===== src/rtl/frame_pkg.sv =====
`default_nettype none
// ============================================================================
//  Module      : frame_pkg
//  Description : Shared constants and state encoding for the frame packer.
//                SYNC0/SYNC1 are the two frame-header bytes, COUNT_W is the
//                width of the per-frame sample counter, state_e is the
//                packer state machine encoding.
//  Revision    : 1.0 - initial release
// ============================================================================
package frame_pkg;

    localparam logic [7:0] SYNC0   = 8'hA5;
    localparam logic [7:0] SYNC1   = 8'h5A;
    localparam int         COUNT_W = 16;

    typedef enum logic [2:0] {
        IDLE    = 3'd0,
        HDR0    = 3'd1,
        HDR1    = 3'd2,
        SAMP_HI = 3'd3,
        SAMP_LO = 3'd4,
        CNT_HI  = 3'd5,
        CNT_LO  = 3'd6,
        CSUM    = 3'd7
    } state_e;

endpackage
`default_nettype wire


===== src/rtl/sample_fifo.sv =====
`default_nettype none
// ============================================================================
//  Module      : sample_fifo
//  Description : Single-clock synchronous FIFO, depth 2**AW, show-ahead read
//                (rd_data_o is the head entry whenever empty_o is low).
//                A push while full is accepted only if a pop happens in the
//                same cycle; otherwise it is ignored.
//  Ports       : rd_clk, rst_n (sync, active-low)
//                push_i/wr_data_i  - write request and data
//                pop_i             - remove head entry (ignored when empty)
//                rd_data_o         - head entry
//                full_o / empty_o  - occupancy flags
//  Revision    : 1.0 - initial release
// ============================================================================
module sample_fifo #(
    parameter int WIDTH = 13,
    parameter int AW    = 4
) (
    input  logic             rd_clk,
    input  logic             rst_n,
    input  logic             push_i,
    input  logic [WIDTH-1:0] wr_data_i,
    input  logic             pop_i,
    output logic [WIDTH-1:0] rd_data_o,
    output logic             full_o,
    output logic             empty_o
);

    localparam int DEPTH = 1 << AW;

    logic [WIDTH-1:0] mem_q [DEPTH];
    logic [AW:0]      wr_ptr_q;
    logic [AW:0]      rd_ptr_q;
    logic             do_push;
    logic             do_pop;

    // Pointers carry one extra wrap bit to tell full from empty.
    assign empty_o = (wr_ptr_q == rd_ptr_q);
    assign full_o  = (wr_ptr_q[AW] != rd_ptr_q[AW]) &&
                     (wr_ptr_q[AW-1:0] == rd_ptr_q[AW-1:0]);

    assign do_pop  = pop_i && !empty_o;
    // A full FIFO still takes a write when the head leaves in the same cycle.
    assign do_push = push_i && (!full_o || do_pop);

    always_ff @(posedge rd_clk) begin
        if (!rst_n) begin
            wr_ptr_q <= '0;
            rd_ptr_q <= '0;
        end else begin
            if (do_push) wr_ptr_q <= wr_ptr_q + (AW+1)'(1);
            if (do_pop)  rd_ptr_q <= rd_ptr_q + (AW+1)'(1);
        end
    end

    always_ff @(posedge rd_clk) begin
        if (do_push) mem_q[wr_ptr_q[AW-1:0]] <= wr_data_i;
    end

    assign rd_data_o = mem_q[rd_ptr_q[AW-1:0]];

endmodule
`default_nettype wire


===== src/rtl/frame_packer.sv =====
`default_nettype none
// ============================================================================
//  Module      : frame_packer
//  Description : Buffers DATA_WIDTH-bit samples and serialises each frame as
//                A5 5A {hi lo}* COUNT[15:8] COUNT[7:0] CSUM on an 8-bit
//                valid/ready stream. CSUM is the XOR of sample and count
//                bytes. m_last marks the CSUM byte.
//  Ports       : rd_clk, rst_n (sync, active-low)
//                s_data/s_valid/s_last - sample input, no backpressure
//                m_data/m_valid/m_ready/m_last - byte stream output
//                overflow - sticky, a sample was dropped on a full buffer
//  Revision    : 1.0 - initial release
// ============================================================================
module frame_packer
    import frame_pkg::*;
#(
    parameter int DATA_WIDTH = 12,
    parameter int FIFO_AW    = 4
) (
    input  logic                  rd_clk,
    input  logic                  rst_n,
    input  logic [DATA_WIDTH-1:0] s_data,
    input  logic                  s_valid,
    input  logic                  s_last,
    output logic [7:0]            m_data,
    output logic                  m_valid,
    input  logic                  m_ready,
    output logic                  m_last,
    output logic                  overflow
);

    state_e               state_q, state_d;
    logic [COUNT_W-1:0]   count_q, count_d;
    logic [7:0]           csum_q, csum_d;
    logic                 overflow_q;

    logic [DATA_WIDTH:0]  fifo_rd;
    logic                 fifo_full;
    logic                 fifo_empty;
    logic                 fifo_push;
    logic                 fifo_pop;

    logic                 head_last;
    logic [7:0]           head_hi;
    logic [7:0]           head_lo;

    // Samples arriving during reset are ignored.
    assign fifo_push = rst_n && s_valid;

    sample_fifo #(
        .WIDTH (DATA_WIDTH + 1),
        .AW    (FIFO_AW)
    ) u_fifo (
        .rd_clk    (rd_clk),
        .rst_n     (rst_n),
        .push_i    (fifo_push),
        .wr_data_i ({s_last, s_data}),
        .pop_i     (fifo_pop),
        .rd_data_o (fifo_rd),
        .full_o    (fifo_full),
        .empty_o   (fifo_empty)
    );

    assign head_last = fifo_rd[DATA_WIDTH];
    assign head_hi   = 8'(fifo_rd[DATA_WIDTH-1:8]);
    assign head_lo   = fifo_rd[7:0];

    always_ff @(posedge rd_clk) begin
        if (!rst_n) begin
            state_q    <= IDLE;
            count_q    <= '0;
            csum_q     <= '0;
            overflow_q <= 1'b0;
        end else begin
            state_q <= state_d;
            count_q <= count_d;
            csum_q  <= csum_d;
            if (s_valid && fifo_full && !fifo_pop) overflow_q <= 1'b1;
        end
    end

    assign overflow = overflow_q;

    // Outputs are decoded from the state and the FIFO head only; neither
    // changes while a byte is stalled, so m_data/m_last hold by construction.
    always_comb begin
        state_d  = state_q;
        count_d  = count_q;
        csum_d   = csum_q;
        m_valid  = 1'b0;
        m_data   = 8'h00;
        m_last   = 1'b0;
        fifo_pop = 1'b0;
        case (state_q)
            IDLE: begin
                if (!fifo_empty) state_d = HDR0;
            end
            HDR0: begin
                m_valid = 1'b1;
                m_data  = SYNC0;
                count_d = '0;
                csum_d  = '0;
                if (m_ready) state_d = HDR1;
            end
            HDR1: begin
                m_valid = 1'b1;
                m_data  = SYNC1;
                if (m_ready) state_d = SAMP_HI;
            end
            SAMP_HI: begin
                // Empty here means the source is mid-frame: wait for it.
                m_valid = !fifo_empty;
                m_data  = head_hi;
                if (!fifo_empty && m_ready) begin
                    csum_d  = csum_q ^ head_hi;
                    state_d = SAMP_LO;
                end
            end
            SAMP_LO: begin
                m_valid = 1'b1;
                m_data  = head_lo;
                if (m_ready) begin
                    fifo_pop = 1'b1;
                    count_d  = count_q + COUNT_W'(1);
                    csum_d   = csum_q ^ head_lo;
                    state_d  = head_last ? CNT_HI : SAMP_HI;
                end
            end
            CNT_HI: begin
                m_valid = 1'b1;
                m_data  = count_q[15:8];
                if (m_ready) begin
                    csum_d  = csum_q ^ count_q[15:8];
                    state_d = CNT_LO;
                end
            end
            CNT_LO: begin
                m_valid = 1'b1;
                m_data  = count_q[7:0];
                if (m_ready) begin
                    csum_d  = csum_q ^ count_q[7:0];
                    state_d = CSUM;
                end
            end
            CSUM: begin
                m_valid = 1'b1;
                m_data  = csum_q;
                m_last  = 1'b1;
                if (m_ready) state_d = IDLE;
            end
            default: state_d = IDLE;
        endcase
    end

endmodule
`default_nettype wire


===== config.mk =====
export PLATFORM = sky130hd
export DESIGN_NAME = frame_packer
export DESIGN_NICKNAME = d
export VERILOG_FILES = /design/src/rtl/frame_pkg.sv /design/src/rtl/sample_fifo.sv /design/src/rtl/frame_packer.sv
export SDC_FILE = /design/constraint.sdc
export NUM_CORES = 1
export LEC_CHECK = 0
export BUFFER_PORTS_ARGS = -buffer_cell sky130_fd_sc_hd__buf_2
export CAP_MARGIN = 20
export CELL_PAD_IN_SITES_DETAIL_PLACEMENT = 1
export CELL_PAD_IN_SITES_GLOBAL_PLACEMENT = 1
export CORE_MARGIN = 1
export CORE_UTILIZATION = 40
export CTS_CLUSTER_SIZE = 12
export DETAILED_ROUTE_END_ITERATION = 12
export GPL_TIMING_DRIVEN = 0
export PLACE_DENSITY = 0.7
export SYNTH_ARGS = -nofsm -noshare
export SYNTH_HDL_FRONTEND = slang
export SYNTH_SLANG_ARGS = --single-unit

===== constraint.sdc =====
create_clock -name rd_clk -period 3.05 [get_ports rd_clk]
set_clock_uncertainty 0.1 [all_clocks]
set_input_delay 0.61 -clock rd_clk [delete_from_list [all_inputs] [get_ports rd_clk]]
set_output_delay 0.61 -clock rd_clk [all_outputs]
set_load 0.01 [all_outputs]

==> flow_summary.ini <==
[run]
maxCapViolations = 0

[finish]
ff_latch_area_um2 = 7090
fillerInstances = 2503
finish.cell_count_without_fillers = 1161
final_layout_size_suffix_gt1_frac = 0.278
syn2layout_area_growth_pct = 20.0
nets = 835
multi_input_comb_area_um2 = 3680
diodes = 0

[grt]
first_pass_grt_wire_length_mm = 45.0
number_of_global_route_vias_before_repair = 7175
grt_max_degree = 20
gr-total-overflow = 0
number_of_antenna_violations_at_the_first_check_in_global_routing = 0
gr-usage-all-layers = 0.219

[detailed_routing]
route.detailed.wl_per_inst_um = 25.6
pre_antenna_drt_iters = 8
detail_route.vias_per_cell = 5.80
drt_drc_violations_left = 3
postRouteWirelength_mm = 29.7
drt_iter0_markers = 497
vias = 6734
postRouteAntennaNets = 0

[sta]
max_slew_margin = 0.384
finalWorstSetupSlack_ns = -0.353
final_min_period_over_clock_period = 1.12
rsz_0062_raised_after_global_routing = yes
setup_viol = 8
finalWorstPathRequiredPeriod_ns = 3.40
fin_setup_tns_ns = -2.18
finalHoldViolations = 0
timing.final.max_slew_violations = 0
worst-slew-pin-transition_ns = 0.915
max_clock_freq_mhz = 294

[logic_synthesis]
postSynthAreaPerCell_um2 = 15.1
synthFlopType = sky130_fd_sc_hd__edfxtp_1
synth-seq-area-share = 0.658
yosys-top-cells-area = sky130_fd_sc_hd__edfxtp_1 (58%), sky130_fd_sc_hd__mux4_2 (8.4%), sky130_fd_sc_hd__dfxtp_1 (7.8%)
ys_warn_count = 0
yosysUniqueCellTypes = 60
netlist_instances = 715
synthesis.nets = 738
synth_top_area_frac = 0.580
synth.cells.most_frequent = sky130_fd_sc_hd__edfxtp_1 (208), sky130_fd_sc_hd__nand2_1 (53), sky130_fd_sc_hd__nor2_1 (50)
synth_top_cell_by_area = sky130_fd_sc_hd__edfxtp_1
postSynth.asyncResetShare = 0
synth_enable_flop_cells = 208
yosys.cell_count.top_type = sky130_fd_sc_hd__edfxtp_1
ys_seq_elements = 250
mappedNetlistArea_um2 = 10800

[placement]
io_buffers = 25
post-place-cells = 1092
place_ws_ns = -0.428
routabilityCongestion = 0.879
detailedPlacementHpwl_mm = 20.1

[power]
total_power_w = 0.00712
static-leakage-power_nw = 4.19
max-vdd-ir-drop_mv = 0.518
power.density_nw_per_um2 = 550

[setup_path]
worst_setup_path_endpoint = m_data[3]
criticalPathCategory = flip-flop to primary output
critPathArrivalTime_ns = 2.69
worst_r2r_endpoint = csum_q[1]
worst_setup_path_start_kind = flip-flop
critical_path_end_type = primary output
rr_worst_depth = 10
critPathRequiredTime_ns = 2.34
flop2flop_setup_slack_ns = 0.26
cp_max_fo = 8

[floorplan]
placeableCoreArea_um2 = 26200
floorplan.die.height_um = 166
fp-row-count = 59
initial_core_util = 0.411
dieWidth_um = 166
ios = 28
floorplan.die_area_um2 = 27600

[clocking]
h-tree-depth = 1
path_clk_slew_ns = 0.06
tritoncts.num_buffers = 27
cts_hold_buffers = 0
cts_sinks = 250
clk-insertion-delay-late_ns = 0.55
cts_root_buf = sky130_fd_sc_hd__clkbuf_16
clock_path_buffers = 3
cts_tree = built

[outcome]
violations = DRC, setup timing
status = finished, violations left

[hold_path]
worstHoldPathType = input pin to flip-flop
how the worst min path moves through the flow:
| stage | start | end | slack (ns) | cells past startpoint |
|---|---|---|---|---|
| after floorplan | count_q[15] | count_q[15] | 0.36 | 2 |
| after global placement | count_q[15] | count_q[15] | 0.38 | 2 |
| after detailed placement | overflow | overflow | 0.39 | 2 |
| after CTS | s_valid | overflow | 0.25 | 3 |
| after global routing | s_valid | overflow | 0.28 | 3 |
| final | s_valid | overflow | 0.27 | 3 |
kinds of logic after synthesis:
group,Yosys count,share of synthesized area
buffers and inverters,48,0.0225
multiplexers,81,0.133
adder cells (fa/ha/maj),6,0.00697
XOR/XNOR,24,0.0195
AO/OA/AOI/OAI,112,0.0719
flip-flops,250,0.658
AND/OR/NAND/NOR,194,0.0883
repair_timing:
item,in CTS,in global routing
setup endpoints to repair,74,49
buffers inserted,19,8
endpoints found under the hold margin,0,0
resized for setup,56,34
pin swaps,15,15
report_power, final:
part / internal [W] / switching [W]
Sequential: 0.00372 / 0.0000131
Combinational: 0.000132 / 0.000258
Clock: 0.00169 / 0.00130
metrics by stage:
| step | hold slack, ns | util | area (um^2) |
|---|---|---|---|
| after floorplan | 0.358 | - | 10800 |
| after global placement | 0.378 | 0.432 | 11300 |
| after detailed placement | 0.389 | 0.443 | 11600 |
| after CTS | 0.250 | 0.487 | 12800 |
| after global routing | 0.282 | 0.493 | 12900 |
| final | 0.270 | 0.493 | 12900 |
registers in the layout, indices dropped and copies added (netlist names), named ones only:
signal	flops
u_fifo.mem_q	208
count_q	16
csum_q	8
u_fifo.rd_ptr_q	5
u_fifo.wr_ptr_q	5
state_q	3
overflow	1
cell type report:
cell class                      instances  area share
Clock inverter                         10     0.00648
Inverter                                8     0.00232
Multi-Input combinational cell        417       0.285
Tap cell                              335      0.0324
Buffer                                 39      0.0239
Clock buffer                           33      0.0540
Sequential cell                       250       0.549
Timing Repair Buffer                   69      0.0475
placed cells by master, fill, tap and decap left out, drive strengths merged, types with 8 or more instances in the layout:
master and count:
a21oi 22, a22oi 13, and2 11, buf 91, clkbuf 50, clkinv 8, dfxtp 42, edfxtp 208
inv 9, mux2i 29, mux4 47, nand2 54, nand3 14, nor2 50, nor2b 13, nor3 17
o21ai 31, xnor2 9, xor2 15
layer usage:
metal	part of all wire	global-route usage	routed length (um)
met2	0.49	0.369	14600
met1	0.42	0.287	12500
met5	0	0	0
met3	0.058	0.0393	1730
met4	0.031	0.0695	911
worst max-delay path: stages (launching register included):
cell and delay, ns:
sky130_fd_sc_hd__dfxtp_4 0.39, sky130_fd_sc_hd__buf_12 0.14, sky130_fd_sc_hd__buf_12 0.15, sky130_fd_sc_hd__buf_12 0.12
sky130_fd_sc_hd__mux4_2 0.50, sky130_fd_sc_hd__a22oi_2 0.20, sky130_fd_sc_hd__nand2_2 0.12, sky130_fd_sc_hd__a221o_1 0.34
sky130_fd_sc_hd__buf_2 0.15
Note: power is estimated with default switching activity, not from simulation.
